==> src/rtl/matrix_op_sequencer.sv <==
// Matrix-op sequencer: walks element indices (and the inner k loop for MMUL) for
// one matrix opcode per start, emitting register-file addresses and ALU/acc strobes.
module matrix_op_sequencer #(
  parameter int IDXW = 2
) (
  input  logic                clk_i,
  input  logic                rst_i,
  input  logic                start_i,
  input  logic [5:0]          op_i,
  input  logic [1:0]          rin1_i,
  input  logic [1:0]          rin2_i,
  input  logic [1:0]          rout_i,
  output logic                busy_o,
  output logic                done_o,
  output logic                err_o,
  output logic [1:0]          rd_sel1_o,
  output logic [1:0]          rd_sel2_o,
  output logic                scalar_sel_o,
  output logic [2*IDXW-1:0]   rd_addr1_o,
  output logic [2*IDXW-1:0]   rd_addr2_o,
  output logic [1:0]          wr_sel_o,
  output logic [2*IDXW-1:0]   wr_addr_o,
  output logic                wr_en_o,
  output logic [1:0]          alu_op_o,
  output logic                acc_clr_o,
  output logic                acc_en_o,
  output logic                cmp_clr_o,
  output logic                cmp_en_o
);
  localparam int AW = 2 * IDXW;
  localparam logic [5:0] OP_MADD = 6'b001000;
  localparam logic [5:0] OP_MSUB = 6'b001001;
  localparam logic [5:0] OP_MMUL = 6'b001100;
  localparam logic [5:0] OP_SMUL = 6'b001101;
  localparam logic [5:0] OP_MCMP = 6'b011000;
  localparam logic [5:0] OP_ZERO = 6'b100100;
  localparam logic [1:0] SEL_BAD = 2'b11;
  localparam logic [AW-1:0]   ELEM_ONE  = AW'(1);
  localparam logic [AW-1:0]   ELEM_LAST = {AW{1'b1}};
  localparam logic [IDXW-1:0] K_ONE     = IDXW'(1);
  localparam logic [IDXW-1:0] K_LAST    = {IDXW{1'b1}};

  typedef enum logic [1:0] {
    S_IDLE = 2'd0,
    S_ELEM = 2'd1,
    S_MAC  = 2'd2,
    S_MWB  = 2'd3
  } state_t;

  state_t          state_q, state_d;
  logic [AW-1:0]   elem_q, elem_d;
  logic [IDXW-1:0] k_q, k_d;
  logic [5:0]      op_q, op_d;
  logic [1:0]      rin1_q, rin1_d, rin2_q, rin2_d, rout_q, rout_d;
  logic            done_q, done_d, err_q, err_d;

  // Only the selects an opcode actually uses are checked; MMUL may not overwrite a source.
  function automatic logic req_legal(input logic [5:0] op, input logic [1:0] a,
                                     input logic [1:0] b, input logic [1:0] d);
    logic ok;
    ok = 1'b0;
    case (op)
      OP_MADD, OP_MSUB: ok = (a != SEL_BAD) && (b != SEL_BAD) && (d != SEL_BAD);
      OP_MMUL:          ok = (a != SEL_BAD) && (b != SEL_BAD) && (d != SEL_BAD)
                             && (d != a) && (d != b);
      OP_SMUL:          ok = (a != SEL_BAD) && (d != SEL_BAD);
      OP_MCMP:          ok = (a != SEL_BAD) && (b != SEL_BAD);
      OP_ZERO:          ok = (d != SEL_BAD);
      default:          ok = 1'b0;
    endcase
    return ok;
  endfunction

  always_ff @(posedge clk_i) begin
    if (rst_i) begin
      state_q <= S_IDLE;
      elem_q  <= '0;
      k_q     <= '0;
      op_q    <= 6'b000000;
      rin1_q  <= 2'b00;
      rin2_q  <= 2'b00;
      rout_q  <= 2'b00;
      done_q  <= 1'b0;
      err_q   <= 1'b0;
    end else begin
      state_q <= state_d;
      elem_q  <= elem_d;
      k_q     <= k_d;
      op_q    <= op_d;
      rin1_q  <= rin1_d;
      rin2_q  <= rin2_d;
      rout_q  <= rout_d;
      done_q  <= done_d;
      err_q   <= err_d;
    end
  end

  always_comb begin
    state_d = state_q;
    elem_d  = elem_q;
    k_d     = k_q;
    op_d    = op_q;
    rin1_d  = rin1_q;
    rin2_d  = rin2_q;
    rout_d  = rout_q;
    done_d  = 1'b0;
    err_d   = 1'b0;
    case (state_q)
      S_IDLE: begin
        elem_d = '0;
        k_d    = '0;
        if (start_i) begin
          if (req_legal(op_i, rin1_i, rin2_i, rout_i)) begin
            op_d    = op_i;
            rin1_d  = rin1_i;
            rin2_d  = rin2_i;
            rout_d  = rout_i;
            state_d = (op_i == OP_MMUL) ? S_MAC : S_ELEM;
          end else begin
            err_d = 1'b1;
          end
        end else begin
          state_d = S_IDLE;
        end
      end
      S_ELEM: begin
        elem_d = elem_q + ELEM_ONE;
        if (elem_q == ELEM_LAST) begin
          state_d = S_IDLE;
          done_d  = 1'b1;
        end else begin
          state_d = S_ELEM;
        end
      end
      S_MAC: begin
        if (k_q == K_LAST) begin
          k_d     = '0;
          state_d = S_MWB;
        end else begin
          k_d     = k_q + K_ONE;
          state_d = S_MAC;
        end
      end
      S_MWB: begin
        elem_d = elem_q + ELEM_ONE;
        if (elem_q == ELEM_LAST) begin
          state_d = S_IDLE;
          done_d  = 1'b1;
        end else begin
          state_d = S_MAC;
        end
      end
      default: state_d = S_IDLE;
    endcase
  end

  // Outputs decode only registered state, so input changes never reach them combinationally.
  always_comb begin
    busy_o       = (state_q != S_IDLE);
    done_o       = done_q;
    err_o        = err_q;
    rd_sel1_o    = 2'b00;
    rd_sel2_o    = 2'b00;
    scalar_sel_o = 1'b0;
    rd_addr1_o   = '0;
    rd_addr2_o   = '0;
    wr_sel_o     = 2'b00;
    wr_addr_o    = '0;
    wr_en_o      = 1'b0;
    alu_op_o     = 2'b00;
    acc_clr_o    = 1'b0;
    acc_en_o     = 1'b0;
    cmp_clr_o    = 1'b0;
    cmp_en_o     = 1'b0;
    if (state_q != S_IDLE) begin
      rd_sel1_o = rin1_q;
      rd_sel2_o = rin2_q;
      wr_sel_o  = rout_q;
    end else begin
      rd_sel1_o = 2'b00;
    end
    case (state_q)
      S_ELEM: begin
        rd_addr1_o = elem_q;
        rd_addr2_o = elem_q;
        wr_addr_o  = elem_q;
        case (op_q)
          OP_MADD: begin wr_en_o = 1'b1; alu_op_o = 2'b00; end
          OP_MSUB: begin wr_en_o = 1'b1; alu_op_o = 2'b01; end
          OP_SMUL: begin wr_en_o = 1'b1; alu_op_o = 2'b10; scalar_sel_o = 1'b1; end
          OP_ZERO: begin wr_en_o = 1'b1; alu_op_o = 2'b11; end
          OP_MCMP: begin cmp_en_o = 1'b1; cmp_clr_o = (elem_q == '0); end
          default: wr_en_o = 1'b0;
        endcase
      end
      S_MAC: begin
        rd_addr1_o = {elem_q[AW-1:IDXW], k_q};
        rd_addr2_o = {k_q, elem_q[IDXW-1:0]};
        alu_op_o   = 2'b10;
        acc_en_o   = 1'b1;
        acc_clr_o  = (k_q == '0);
      end
      S_MWB: begin
        wr_en_o   = 1'b1;
        wr_addr_o = elem_q;
      end
      default: wr_en_o = 1'b0;
    endcase
  end
endmodule

==> config.mk <==
export PLATFORM = sky130hd
export DESIGN_NAME = matrix_op_sequencer
export DESIGN_NICKNAME = d
export VERILOG_FILES = /design/src/rtl/matrix_op_sequencer.sv
export SDC_FILE = /design/constraint.sdc
export NUM_CORES = 1
export LEC_CHECK = 0
export CORE_ASPECT_RATIO = 2
export CORE_UTILIZATION = 30
export DETAILED_ROUTE_END_ITERATION = 10
export GPL_TIMING_DRIVEN = 0
export SLEW_MARGIN = 20
export SYNTH_ARGS = -nofsm -noshare
export SYNTH_HDL_FRONTEND = slang
export SYNTH_SLANG_ARGS = --single-unit
==> constraint.sdc <==
create_clock -name clk_i -period 1.7 [get_ports clk_i]
set_input_delay 0.34 -clock clk_i [delete_from_list [all_inputs] [get_ports clk_i]]
set_output_delay 0.34 -clock clk_i [all_outputs]
set_load 0.01 [all_outputs]
==> flow_summary_export.csv, run 1 <==
group,metric,value,unit
run_status,outcome,"finished with violations",
run_status,violations,"setup timing",
sta,tightest_slew,0.4696,ns
route,drc,0,
final_layout,multi_input_comb_area,1181,µm²
final_layout,regArea,447.9,µm²
synth,syn-cell-area,1534,µm²
sta,whs,0.3273,ns
global_route,grt_pass1_vias,1717,
place,dp.cells,293,
route,drt_first_pass_iters,4,
critical_path,cp.arrival,1.62,ns
synth,syn-num-nets,217,
floorplanning,start_util,31.24,%
synth,syn_area_per_cell,7.948,µm²
sta,fmax,510.8,MHz
final_layout,fin_util,49.54,%
sta,clock_skew,0.003097,ns
global_route,grt_pass1_wl,7596,µm
job,maxCapViolCount,0,
sta,setup_ws,-0.2575,ns
final_layout,final_cell_mix,"nand2_1, buf_2, buf_4",
route,vias,1661,
route,via_per_inst,5.127,
place,dp_hpwl,3110,µm
synth,synth_edf_count,0,
clock_tree,cts.sinks,22,
worst_hold_path,hold_depth,3,
worst_hold_path,hp-start,"op_i[0]",
global_route,gr-usage-met3,2.065,%
sta,final_hold_viol_count,0,
critical_path,startpoint_type,"flip-flop",
sta,fin_crit_sh,115.1,%
floorplanning,die_x,52.57,µm
final_layout,final_nets,292,
critical_path,crit_type,"reg -> out",
sta,fin_setup_tns,-3.019,ns
clock_tree,clock-root-buffer,"clkbuf_8",
final_layout,fillers,490,
critical_path,crit-reg2reg-launch,"state_q[0]",
critical_path,rr_worst_depth,7,
global_route,grt-ovfl-total,0,
final_layout,area_delta_synth_final,58.56,%
place,place.gp.congestion,0.7853,
global_route,grt_use_total,18.52,%
clock_tree,hold_buffers,0,
global_route,grt_max_degree,14,
synth,yosys_warnings,0,
clock_tree,numCtsBuffers,3,
place,numPortBuffers,43,
floorplanning,io_pins,44,
global_route,use_met2,39.44,%
synth,ys_ff_latch,22,
sta,rsz0062_at_grt,"yes",
global_route,grt_use_met1,16.67,%
clock_tree,clkLatencyLatePin,0.27,ns
critical_path,ff2ff_setup_slack,-0.02,ns
power,ir_drop,0.3982,mV
floorplanning,fp-row-count,36,
critical_path,critPathRequiredTime,1.36,ns
final_layout,final_common_cell,"nand2_1",
critical_path,cp-end-kind,"output pin",
worst_hold_path,hold_path_class,"in -> reg",
synth,async_reset_ff_share,0,%
place,dp_worst_setup_slack,-0.7281,ns
floorplanning,die_area,5421,µm²
floorplanning,core_area,4910,µm²
clock_tree,cts_tree,"built",
global_route,antenna_found_initial,0,
floorplanning,die_h,103.1,µm
clock_tree,cts_buffer_depth,2,
sta,maxSlewViolCount,0,
worst_hold_path,min_to,"op_q[0]",
route,ant_nets,0,
critical_path,cp_max_fo,4,
power,p_leak,1.026,nW
global_route,top_usage_layer,"met2",
sta,slew_headroom,68.69,%
final_layout,n_antenna_cell,0,
route,drt_iter0_drc,14,
synth,postSynthCellCount,193,
final_layout,drive_above_1_share,37.45,%
critical_path,r2r_end,"state_q[0]",
synth,ys_types,43,
power,power_density,561.6,nW/µm²
final_layout,stdcell_count,324,
sta,setup_viol,26,
clock_tree,h-tree-depth,1,
synth,synth_seq_area_share,28.71,%
clock_tree,path_clk_slew,0.09,ns
route,routedWlPerCell,14.47,µm
synth,synth_top_flop_cell,"dfxtp_1",
route,routed_wl,4689,µm
sta,period_minus_slack,1.958,ns
-- sequential cells by signal (all words and copies together), names as in the netlist --
name / count
done_o: 1
rout_q: 2
k_q: 2
state_q: 2
err_o: 1
rin1_q: 2
elem_q: 4
rin2_q: 2
op_q: 6
-- stage by stage --
stage / total power [W] / cell area, µm²
floorplan: 0.0006716 / 1540
global placement: 0.0007690 / 2042
detailed placement: 0.0007712 / 2042
CTS: 0.001359 / 2400
global route: 0.001418 / 2432
finish: 0.001366 / 2432
-- timing repair --
| item | in CTS | in global routing |
|---|---|---|
| setup endpoints to repair | 45 | 36 |
| setup buffers | 23 | 6 |
| gates cloned | 1 | 0 |
| resized for setup | 191 | 17 |
| hold endpoints to repair | 0 | 0 |
| pin swaps | 16 | 10 |
-- metal layers --
| layer | wire [µm] | vias to the layer above | part of all wire [%] |
|---|---|---|---|
| met5 | 0 | - | 0 |
| met1 | 1681 | 793 | 36 |
| met2 | 2808 | 41 | 60 |
| li1 | - | 822 | - |
| met4 | 59 | 0 | 1.3 |
| met3 | 139 | 5 | 3.0 |
-- worst max-delay path, stage by stage, from the launching register on --
cell and delay (ns):
dfxtp_4 0.37, buf_6 0.12, ha_4 0.16, buf_8 0.12
o21a_1 0.18, buf_4 0.14, and2_1 0.14, buf_2 0.13
-- layout make-up --
| type | instances | share of cell area [%] |
|---|---|---|
| Multi-Input combinational cell | 154 | 48.56 |
| Timing Repair Buffer | 71 | 22.58 |
| Tap cell | 57 | 2.932 |
| Sequential cell | 22 | 18.42 |
| Inverter | 8 | 1.543 |
| Clock inverter | 1 | 1.235 |
| Buffer | 8 | 3.035 |
| Clock buffer | 3 | 1.698 |
-- report_power, final --
group | switching (W) | internal (W) | total (W)
combinational | 0.000156 | 0.000162 | 0.000318
sequential | 0.0000169 | 0.000525 | 0.000541
clock | 0.000192 | 0.000315 | 0.000507
total | 0.000364 | 0.00100 | 0.00137
-- logic make-up (layout without fill, tap and decap cells) --
group | Yosys count | count (layout) | synth area share (%)
muxes | 10 | 10 | 6.526
and+or+nand+nor | 96 | 96 | 33.85
buffers and inverters | 17 | 91 | 4.649
adders and majority gates | 9 | 9 | 7.341
DFF | 22 | 22 | 28.71
AOI/OAI and AO/OA | 39 | 39 | 18.92
-- worst max-delay path by stage --
stage,endpoint,startpoint,cells past startpoint
2_1_floorplan,op_q[0],op_i[1],6
3_3_place_gp,rout_q[1],rin1_i[1],7
3_5_place_dp,rout_q[0],rin1_i[1],7
4_1_cts,alu_op_o[1],state_q[1],8
5_1_grt,rd_addr1_o[2],state_q[1],7
6_report,rd_addr1_o[2],state_q[1],7
-- synthesized netlist by cell type, types with 2 or more instances --
cell / n / area, µm²
nand3_1: 3 / 15.01
a21boi_0: 5 / 37.54
dfxtp_1: 22 / 440.4
and3_1: 2 / 12.51
nor3b_1: 6 / 45.04
nor3_1: 5 / 25.02
nor4bb_1: 2 / 20.02
mux2i_1: 10 / 100.1
a21oi_1: 10 / 50.05
nor2_1: 14 / 52.55
inv_1: 8 / 30.03
o21a_1: 4 / 30.03
nand2_1: 34 / 127.6
o21ai_0: 3 / 15.01
and2_1: 5 / 31.28
nor2b_1: 10 / 62.56
a31oi_1: 3 / 18.77
o211a_1: 2 / 20.02
nand3b_1: 2 / 15.01
clkbuf_1: 8 / 30.03
nand2b_1: 5 / 31.28
ha_1: 9 / 112.6
Note: power is estimated with default switching activity, not from simulation.
==> run 2: changes to the inputs <==
RECOVER_POWER = 100   (was not set)
==> results of run 2 <==
Same layout as run 1: the final DEF is identical, and so are final timing and power.
==> run 3: changes to the inputs <==
PLACE_DENSITY = 0.58   (was not set)
==> run 3 against run 2 <==
The flow still finishes with violations (setup timing). Power increased by 1.5%. Sequential share of layout area fell by 0.60 points. Setup slack gained 0.075 ns. Worst hold slack improved by 0.0069 ns. Clock skew grew 0.0025 ns. Clock power decreased by 3%.
==> flow_summary_export.csv, run 3 (synthesis results as in run 1) <==
group,metric,value,unit
run_status,outcome,"finished with violations",
run_status,violations,"setup timing",
power,power_frac_comb,25.7,%
final_layout,drive_above_1_share,41.20,%
critical_path,crit_type,"reg -> out",
critical_path,crit_buf_inv,3,
final_layout,largest_reg_flops,6,
critical_path,cp-endpoint,"rd_addr2_o[1]",
sta,setup_viol,23,
final_layout,regMostFlops,"op_q",
route,drt_iter0_drc,38,
route,vias,1667,
sta,maxSlewViolCount,0,
clock_tree,clkLatencyLatePin,0.27,ns
power,p_switching,0.0003648,W
route,drt_first_pass_iters,4,
clock_tree,hold_buffers,0,
floorplanning,die_area,5421,µm²
floorplanning,core_area,4910,µm²
route,ant_nets,0,
critical_path,max_stage_delay,0.36,ns
critical_path,cp_top_family,"buffers and inverters",
sta,whs,0.3341,ns
sta,fin_setup_tns,-1.929,ns
route,via_per_inst,5.145,
power,clock_power_share,35.5,%
critical_path,r2r_end,"state_q[0]",
critical_path,crit-reg2reg-launch,"state_q[1]",
power,p_total,0.001387,W
critical_path,cp-startpoint,"state_q[1]",
floorplanning,io_pins,44,
clock_tree,cts_buffer_depth,2,
place,dp_hpwl,3116,µm
critical_path,cp-end-kind,"output pin",
power,p_leak,1.068,nW
floorplanning,die_x,52.57,µm
route,drc,0,
clock_tree,path_clk_slew,0.08,ns
final_layout,final_common_cell,"nand2_1",
sta,setup_ws,-0.1830,ns
place,numPortBuffers,43,
final_layout,final_cell_mix,"nand2_1, buf_4, buf_2",
critical_path,critPathRequiredTime,1.36,ns
sta,period_minus_slack,1.883,ns
critical_path,cp.arrival,1.54,ns
floorplanning,start_util,31.24,%
clock_tree,h-tree-depth,1,
sta,fmax,531.1,MHz
final_layout,reg_top3,"op_q: 6 flops, elem_q: 4 flops",
global_route,grt_max_degree,14,
final_layout,n_antenna_cell,0,
sta,tightest_slew,0.5326,ns
sta,final_hold_viol_count,0,
global_route,grt-ovfl-total,0,
critical_path,startpoint_type,"flip-flop",
final_layout,final_nets,292,
sta,clock_skew,0.005568,ns
clock_tree,cts.sinks,22,
global_route,antenna_found_initial,0,
worst_hold_path,hold_depth,3,
critical_path,rr_worst_depth,9,
final_layout,area_delta_synth_final,63.87,%
sta,slew_headroom,64.49,%
sta,fin_crit_sh,110.8,%
critical_path,path_cells,"buf_4, ha_4, clkbuf_8, o21a_1, and2_1, buf_2",
power,ir_drop,0.4052,mV
place,place.gp.congestion,0.7840,
global_route,grt_pass1_vias,1650,
power,intPower,0.001022,W
power,swShare,26.31,%
global_route,grt_use_total,19.31,%
power,seq_power_share,38.8,%
floorplanning,die_h,103.1,µm
route,routed_wl,4721,µm
clock_tree,numCtsBuffers,3,
global_route,grt_pass1_wl,7769,µm
floorplanning,fp-row-count,36,
critical_path,cp_max_fo,4,
critical_path,ff2ff_setup_slack,0.03,ns
job,maxCapViolCount,0,
clock_tree,clock-root-buffer,"clkbuf_8",
route,routedWlPerCell,14.57,µm
clock_tree,cts_tree,"built",
critical_path,cp_slowest_cell,"dfxtp_4",
worst_hold_path,hold_path_class,"in -> reg",
power,power_density,551.6,nW/µm²
sta,rsz0062_at_grt,"yes",
critical_path,crit_cells,6,
run 3: what timing repair did:
| action | in CTS | in global routing |
|---|---|---|
| setup endpoints to repair | 46 | 40 |
| cloned | 2 | 0 |
| pin swaps | 12 | 7 |
| buffers inserted | 23 | 6 |
| gates resized for setup | 201 | 27 |
run 3: worst min-delay path by stage:
stage / startpoint / endpoint / slack (ns)
after floorplan: rst_i / state_q[0] / 0.41
after global placement: rin2_q[0] / rin2_q[0] / 0.44
after detailed placement: rin1_q[0] / rin1_q[0] / 0.44
after CTS: op_i[4] / op_q[4] / 0.33
after global routing: op_i[4] / op_q[4] / 0.36
final: op_i[4] / op_q[4] / 0.33
run 3: final cells by class:
type / instances / area [µm²]
multi-input cells: 154 / 1255
fillers: 482 / 2396
repair buffers: 72 / 564.3
clock buffers: 3 / 41.29
plain buffers: 7 / 68.82
flip-flops and latches: 22 / 447.9
inverters: 8 / 35.03
clock inverters: 1 / 30.03
well taps: 57 / 71.32
run 3: power groups by stage:
stage                     Combinational [W]  Clock [W]  Sequential [W]
after detailed placement           0.000223          0        0.000548
after CTS                          0.000316   0.000503        0.000538
after global routing               0.000382   0.000532        0.000541
after global placement             0.000222          0        0.000548
after floorplan                    0.000125          0        0.000546
final                              0.000356   0.000492        0.000538
run 3: through the flow:
stage                     utilization (%)  cells  worst slack [ns]  cell area (µm²)
after floorplan                         -    193          -0.07876             1540
after global placement              41.59    293           -0.8110             2042
after detailed placement            41.59    293           -0.8196             2042
after CTS                           49.31    322           -0.2609             2421
after global routing                51.20    324           -0.2838             2514
final                               51.20    324           -0.1830             2514
run 3: tightest hold or removal path: stages:
cell and delay (ns):
buf_6 0.11, nand2_1 0.05, mux2i_1 0.05
run 3: layer usage:
| metal | wire length, µm | track usage, % |
|---|---|---|
| met5 | 0 | 0 |
| met2 | 2729 | 37.88 |
| met1 | 1745 | 19.23 |
| met3 | 146 | 2.507 |
| met4 | 99 | 7.692 |
